$ cat config.mk
export PLATFORM = sky130hd
export DESIGN_NAME = fpga_data_sink_flat
export DESIGN_NICKNAME = d
export VERILOG_FILES = /design/src/rtl/fpga_data_sink_if.sv /design/src/rtl/fpga_data_sink.sv /design/src/flat_wrapper.sv
export SDC_FILE = /design/constraint.sdc
export NUM_CORES = 1
export LEC_CHECK = 0
export BUFFER_PORTS_ARGS = -buffer_cell sky130_fd_sc_hd__buf_2
export CAP_MARGIN = 25
export CORE_UTILIZATION = 52
export CTS_CLUSTER_DIAMETER = 30
export DETAILED_ROUTE_END_ITERATION = 8
export GPL_TIMING_DRIVEN = 0
export PLACE_DENSITY = 0.81
export SETUP_SLACK_MARGIN = 0.2
export SYNTH_ARGS = -nofsm -noshare
export SYNTH_HDL_FRONTEND = slang
export SYNTH_SLANG_ARGS = --single-unit
$ cat constraint.sdc
create_clock -name clk -period 2.8 [get_ports clk]
set_clock_uncertainty 0.1 [all_clocks]
set_input_delay 0.28 -clock clk [delete_from_list [all_inputs] [get_ports clk]]
set_output_delay 0.28 -clock clk [all_outputs]
set_load 0.05 [all_outputs]
$ cat src/rtl/fpga_data_sink_if.sv
// Bus bundle for the data sink: Avalon-MM CSR window plus the AXI4-Stream byte input.
// The sink is the slave on both buses; the driving side uses the master modport.
interface fpga_data_sink_if;
  logic [1:0]  avs_address;
  logic        avs_chipselect;
  logic        avs_write_n;
  logic [31:0] avs_writedata;
  logic [31:0] avs_readdata;
  logic [7:0]  axis4_s_tdata;
  logic        axis4_s_tvalid;
  logic        axis4_s_tlast;
  logic        axis4_s_tready;

  modport slave (
    input  avs_address, avs_chipselect, avs_write_n, avs_writedata,
    input  axis4_s_tdata, axis4_s_tvalid, axis4_s_tlast,
    output avs_readdata, axis4_s_tready
  );

  modport master (
    output avs_address, avs_chipselect, avs_write_n, avs_writedata,
    output axis4_s_tdata, axis4_s_tvalid, axis4_s_tlast,
    input  avs_readdata, axis4_s_tready
  );
endinterface

$ cat src/rtl/fpga_data_sink.sv
// AXI4-Stream byte sink: captures one armed packet into a small buffer and exposes
// status, statistics and the captured bytes through a four-word CSR window.
module fpga_data_sink #(
  parameter int DEPTH_LOG2 = 5
) (
  input logic              clk,
  input logic              reset,
  fpga_data_sink_if.slave  bus
);

  localparam int DEPTH = 1 << DEPTH_LOG2;

  typedef enum logic [1:0] {
    IDLE = 2'b00,
    RECV = 2'b01,
    DROP = 2'b10,
    DONE = 2'b11
  } state_t;

  state_t                r_state;
  state_t                w_next_state;
  logic [DEPTH_LOG2-1:0] r_wptr;
  logic [DEPTH_LOG2:0]   r_count;
  logic [DEPTH_LOG2:0]   w_count_inc;
  logic                  r_done;
  logic                  r_ovf;
  logic [DEPTH_LOG2-1:0] r_rdptr;
  logic [15:0]           r_beats;
  logic [7:0]            r_pkts;
  logic [7:0]            r_mem [DEPTH];

  logic w_wr;
  logic w_ctrl_wr;
  logic w_arm;
  logic w_abort;
  logic w_clr;
  logic w_rdptr_wr;
  logic w_beat;
  logic w_store;
  logic w_enter_recv;
  logic w_enter_done;

  assign w_wr         = bus.avs_chipselect & ~bus.avs_write_n;
  assign w_ctrl_wr    = w_wr && (bus.avs_address == 2'd0);
  assign w_arm        = w_ctrl_wr & bus.avs_writedata[0];
  assign w_abort      = w_ctrl_wr & bus.avs_writedata[1];
  assign w_clr        = w_ctrl_wr & bus.avs_writedata[31];
  assign w_rdptr_wr   = w_wr && (bus.avs_address == 2'd2);
  // tready comes straight from the state register so it has no combinational input path
  assign bus.axis4_s_tready = (r_state == RECV) || (r_state == DROP);
  assign w_beat       = bus.axis4_s_tvalid & bus.axis4_s_tready;
  assign w_store      = w_beat && (r_state == RECV);
  assign w_count_inc  = r_count + {{DEPTH_LOG2{1'b0}}, 1'b1};
  assign w_enter_recv = (w_next_state == RECV) && (r_state != RECV);
  assign w_enter_done = (w_next_state == DONE) && (r_state != DONE);

  // Next-state decode; ABORT overrides everything, ARM only acts from IDLE/DONE
  always_comb begin
    w_next_state = r_state;
    if (w_abort) begin
      w_next_state = IDLE;
    end else begin
      case (r_state)
        IDLE: if (w_arm) w_next_state = RECV; else w_next_state = IDLE;
        RECV: begin
          if (w_beat && bus.axis4_s_tlast) begin
            w_next_state = DONE;
          end else if (w_beat && (w_count_inc == DEPTH[DEPTH_LOG2:0])) begin
            w_next_state = DROP;
          end else begin
            w_next_state = RECV;
          end
        end
        DROP: if (w_beat && bus.axis4_s_tlast) w_next_state = DONE; else w_next_state = DROP;
        DONE: if (w_arm) w_next_state = RECV; else w_next_state = DONE;
        default: w_next_state = IDLE;
      endcase
    end
  end

  // State, capture bookkeeping, read pointer and statistics counters
  always_ff @(posedge clk or posedge reset) begin
    if (reset) begin
      r_state <= IDLE;
      r_wptr  <= '0;
      r_count <= '0;
      r_done  <= 1'b0;
      r_ovf   <= 1'b0;
      r_rdptr <= '0;
      r_beats <= 16'd0;
      r_pkts  <= 8'd0;
    end else begin
      r_state <= w_next_state;
      if (w_enter_recv) begin
        r_wptr  <= '0;
        r_count <= '0;
        r_done  <= 1'b0;
        r_ovf   <= 1'b0;
      end else begin
        if (w_store) begin
          r_wptr  <= r_wptr + {{(DEPTH_LOG2-1){1'b0}}, 1'b1};
          r_count <= w_count_inc;
        end
        if ((w_next_state == DROP) && (r_state == RECV)) r_ovf <= 1'b1;
        if (w_enter_done) r_done <= 1'b1;
      end
      if (w_rdptr_wr) r_rdptr <= bus.avs_writedata[DEPTH_LOG2-1:0];
      if (w_clr) begin
        r_beats <= 16'd0;
        r_pkts  <= 8'd0;
      end else begin
        if (w_beat) r_beats <= r_beats + 16'd1;
        if (w_enter_done) r_pkts <= r_pkts + 8'd1;
      end
    end
  end

  // Packet buffer; intentionally not reset
  always_ff @(posedge clk) begin
    if (w_store) r_mem[r_wptr] <= bus.axis4_s_tdata;
  end

  // Zero-wait-state CSR read mux
  always_comb begin
    bus.avs_readdata = 32'd0;
    case (bus.avs_address)
      2'd0: bus.avs_readdata = 32'd0;
      2'd1: begin
        bus.avs_readdata[0]                  = (r_state == RECV) || (r_state == DROP);
        bus.avs_readdata[1]                  = r_done;
        bus.avs_readdata[2]                  = r_ovf;
        bus.avs_readdata[8 +: DEPTH_LOG2+1]  = r_count;
        bus.avs_readdata[17:16]              = r_state;
      end
      2'd2: begin
        bus.avs_readdata[7:0]              = r_mem[r_rdptr];
        bus.avs_readdata[8 +: DEPTH_LOG2]  = r_rdptr;
      end
      2'd3: bus.avs_readdata = {8'd0, r_pkts, r_beats};
      default: bus.avs_readdata = 32'd0;
    endcase
  end

endmodule

$ cat src/flat_wrapper.sv
// flat-port wrapper written by rule: the top's interface ports become plain ports
module fpga_data_sink_flat 
#(
  parameter int DEPTH_LOG2 = 5
)
  (clk, reset, bus_avs_address, bus_avs_chipselect, bus_avs_write_n, bus_avs_writedata, bus_axis4_s_tdata, bus_axis4_s_tvalid, bus_axis4_s_tlast, bus_avs_readdata, bus_axis4_s_tready);
  fpga_data_sink_if bus_i ();
  input logic clk;
  input logic reset;
  input wire logic [$bits(bus_i.avs_address)-1:0] bus_avs_address;
  input wire logic [$bits(bus_i.avs_chipselect)-1:0] bus_avs_chipselect;
  input wire logic [$bits(bus_i.avs_write_n)-1:0] bus_avs_write_n;
  input wire logic [$bits(bus_i.avs_writedata)-1:0] bus_avs_writedata;
  input wire logic [$bits(bus_i.axis4_s_tdata)-1:0] bus_axis4_s_tdata;
  input wire logic [$bits(bus_i.axis4_s_tvalid)-1:0] bus_axis4_s_tvalid;
  input wire logic [$bits(bus_i.axis4_s_tlast)-1:0] bus_axis4_s_tlast;
  output wire logic [$bits(bus_i.avs_readdata)-1:0] bus_avs_readdata;
  output wire logic [$bits(bus_i.axis4_s_tready)-1:0] bus_axis4_s_tready;
  assign bus_i.avs_address = bus_avs_address;
  assign bus_i.avs_chipselect = bus_avs_chipselect;
  assign bus_i.avs_write_n = bus_avs_write_n;
  assign bus_i.avs_writedata = bus_avs_writedata;
  assign bus_i.axis4_s_tdata = bus_axis4_s_tdata;
  assign bus_i.axis4_s_tvalid = bus_axis4_s_tvalid;
  assign bus_i.axis4_s_tlast = bus_axis4_s_tlast;
  assign bus_avs_readdata = bus_i.avs_readdata;
  assign bus_axis4_s_tready = bus_i.axis4_s_tready;
  fpga_data_sink #(.DEPTH_LOG2(DEPTH_LOG2)) u_core (.clk(clk), .reset(reset), .bus(bus_i));
endmodule
==> metrics.md <==
| Metric | Value |
|---|---|
| RSZ-0062 raised after global routing | true |
| Post-synth top flop | edfxtp_1 |
| Clk Latency, worst-skew pair | 0.53 ns |
| Normalized max-slew margin | 37.3% |
| Multi-input logic area | 4380 sq um |
| First-pass GRT wire length | 49800 um |
| Layout Nets | 972 |
| Max Slew Vio Count | 0 |
| Syn Area/Cell | 16.4 sq um |
| CTS tree | built |
| Reg2Reg Launch Point | u_core.r_state[0] |
| FP Rows | 56 |
| Synthesized area | 12700 sq um |
| Syn. warnings | 0 |
| Post-synth top area share | 60.4% |
| Post-route core utilization | 68.9% |
| Slowest stage delay, CP | 0.46 ns |
| Vias in the first global route | 8128 |
| Depth of the worst register-to-register path | 10 |
| Share of layout cells above drive strength 1 | 39.7% |
| Final ANT Viol Nets | 0 |
| Clock H-tree levels | 2 |
| Number of diodes | 0 |
| Max Root-Sink Buffers | 3 |
| Post-route DRC | 0 |
| Grt ovf | 0 |
| FMAX | 317 MHz |
| Final HPWL DP | 19200 um |
| CTS root buf | clkbuf_16 |
| R2R Setup Slk | 0.16 ns |
| Syn Inst Count | 777 |
| Setup crit start kind | flop |
| Area Growth Syn to Fin | 28.6% |
| Top post-synthesis cells by area | edfxtp_1 60%, mux4_2 11%, dfrtp_1 8.7%, nor2_1 1.9%, a21oi_1 1.3% |
| Worst-path clk slew | 0.05 ns |
| Largest net degree at the start of global routing | 39 |
| Critical path, cell by cell | buf_6 -> buf_16 -> mux4_2 -> nor2b_1 -> a211oi_2 -> a211oi_1 -> a21oi_2 -> a21oi_2 -> buf_6 |
| Initial DRC Count | 805 |
| DRT Pass-1 Iters | 5 |
| Post-synth EDFFs | 256 |
| Most common cell after layout, fill and taps aside | edfxtp_1 |
| Period minus WS final | 3.16 ns |
| Most frequent cells in the layout | 256 x edfxtp_1, 64 x mux4_2, 54 x clkbuf_16 |
| Post-DP Area | 13500 sq um |
| Power density over the cells | 839 nW/um^2 |
| Async set-or-reset flop fraction in the synthesized netlist | 14.7% |
| Die width | 158 um |
| Largest area contributor in the netlist | edfxtp_1 |
| Total CTS buffers | 51 |
| Final worst slack | -0.356 ns |
| Avg Vias per Cell | 6.37 |
| Total GRT Usage | 28.0% |
| Worst hold margin | 0.0981 ns |
| Outcome | finished, violations left |
| Worst path slowest cell | dfrtp_2 |
| Netlist cell types | 52 |
| Final setup violation count | 8 |
| Wire per inst | 27.0 um |
| Die ar. | 25100 sq um |
| HP Class | input pin to async pin |
| VDD IR max | 0.748 mV |
| Leak Pwr | 5.63 nW |
| Failing checks | negative setup slack |
| Die Y | 158 um |
| Starting Density | 53.6% |
| CTS Sinks | 300 |
| Worst-Margin Slew | 0.939 ns |
| CP Capture Type | output port |
| Register area | 8790 sq um |
| Initial antenna violation count | 0 |
| Post-route cell area | 16400 sq um |
| Peak fanout along the critical path | 5 |
| Routability congestion estimate | 0.901 |
| Port Buffer Count | 44 |
| FILL cells | 1419 |
| Critical Path RT | 2.42 ns |
| Max-cap viol count | 0 |
| Final hold violation count | 0 |
| R2r endpoint | u_core.r_pkts[4] |
| IO Count | 81 |
| Core Box Area | 23800 sq um |
| WL final | 34300 um |
| Crit share post-route | 113% |
| Critical Path Start | u_core.r_rdptr[0] |
| Synth Register Bits | 300 |
| Sequential share of the synthesized area | 69.1% |
| Worst path arrival time | 2.78 ns |
| WS Path Type | flop to output port |
| Routed vias | 8100 |
==> through the flow <==
step	power (W)	setup TNS, ns	std cells	setup slack, ns
floorplan	0.00651	0	784	0.163
global placement	0.00708	-10.34	1147	-0.965
detailed placement	0.00713	-16.03	1148	-0.964
CTS	0.0134	-2.21	1266	-0.305
global route	0.0141	-3.13	1271	-0.431
finish	0.0137	-2.62	1271	-0.356
==> worst max-delay path: cells and delay by family, from the launching register on <==
kind                   cells  cell delay [ns]
buffers and inverters      3             0.46
muxes                      1             0.32
AOI/OAI and AO/OA          4             0.79
and+or+nand+nor            1             0.20
DFF                        1             0.46
==> worst max path at each step <==
stage                          end  slack, ns
6_report       bus_avs_readdata[6]      -0.36
3_3_place_gp   bus_avs_readdata[5]      -0.96
3_5_place_dp   bus_avs_readdata[7]      -0.96
4_1_cts        bus_avs_readdata[3]      -0.30
5_1_grt        bus_avs_readdata[5]      -0.43
2_1_floorplan  bus_avs_readdata[1]       0.16
==> flip-flops by register name, summed over array words and instances, names as in the netlist <==
name	count
u_core.r_pkts	8
u_core.r_done	1
u_core.r_beats	16
u_core.r_wptr	5
u_core.r_count	6
u_core.r_ovf	1
u_core.r_mem	256
u_core.r_state	2
u_core.r_rdptr	5
==> final cells by class <==
class                   count  share of cell area, %
flip-flops and latches    300                   53.7
multi-input cells         422                   26.8
clock buffers              57                   7.94
repair buffers             75                   3.83
plain buffers              52                   3.15
well taps                 319                   2.44
clock inverters            36                   1.90
inverters                  10                  0.229
==> what timing repair did <==
item / in CTS / in global routing
setup buffers: 16 / 5
pin swaps: 22 / 12
setup endpoints to repair: 282 / 288
hold buffers: 6 / 0
hold endpoints to repair: 49 / 0
gates resized for setup: 210 / 52
cloned: 3 / 0
==> synth_stat cells (7+ instances only) <==
| master | instances |
|---|---|
| mux2i_1 | 15 |
| xor2_1 | 14 |
| o21ai_0 | 19 |
| buf_2 | 9 |
| nor2_1 | 66 |
| ha_1 | 12 |
| clkbuf_1 | 28 |
| a21oi_1 | 34 |
| and3_1 | 12 |
| nand2_1 | 24 |
| nand3_1 | 28 |
| mux4_2 | 64 |
| or3_1 | 7 |
| dfrtp_1 | 44 |
| nor2b_1 | 17 |
| nand4_1 | 11 |
| a22oi_1 | 9 |
| mux2_2 | 9 |
| inv_1 | 10 |
| edfxtp_1 | 256 |
| buf_4 | 8 |
| a211oi_1 | 17 |
==> per-layer routing <==
layer  GRT usage [%]  up-vias  routed length, um
li1                -     3344                  -
met1            34.9     4100              12500
met2            46.2      560              17200
met3            7.24       96               3440
met4            12.6        0               1100
met5               0        -                  0
==> power by group <==
| part | switching (W) | internal, W | total [W] |
|---|---|---|---|
| logic | 0.00163 | 0.00126 | 0.00290 |
| clock network | 0.00215 | 0.00363 | 0.00578 |
| registers | 0.000102 | 0.00495 | 0.00505 |
| total | 0.00389 | 0.00984 | 0.0137 |
==> cells by family (layout without fill, tap and decap cells) <==
group | Yosys count | count (layout) | share of synthesized area, %
AOI/OAI and AO/OA | 103 | 103 | 5.20
DFF | 300 | 300 | 69.1
muxes | 89 | 89 | 13.4
other | 1 | 8 | 0.0295
buffers and inverters | 62 | 230 | 2.27
xor gates and xnor gates | 17 | 17 | 1.17
and+or+nand+nor | 193 | 193 | 7.71
adders and majority gates | 12 | 12 | 1.18
No activity file was read; power rests on OpenSTA's default activity.
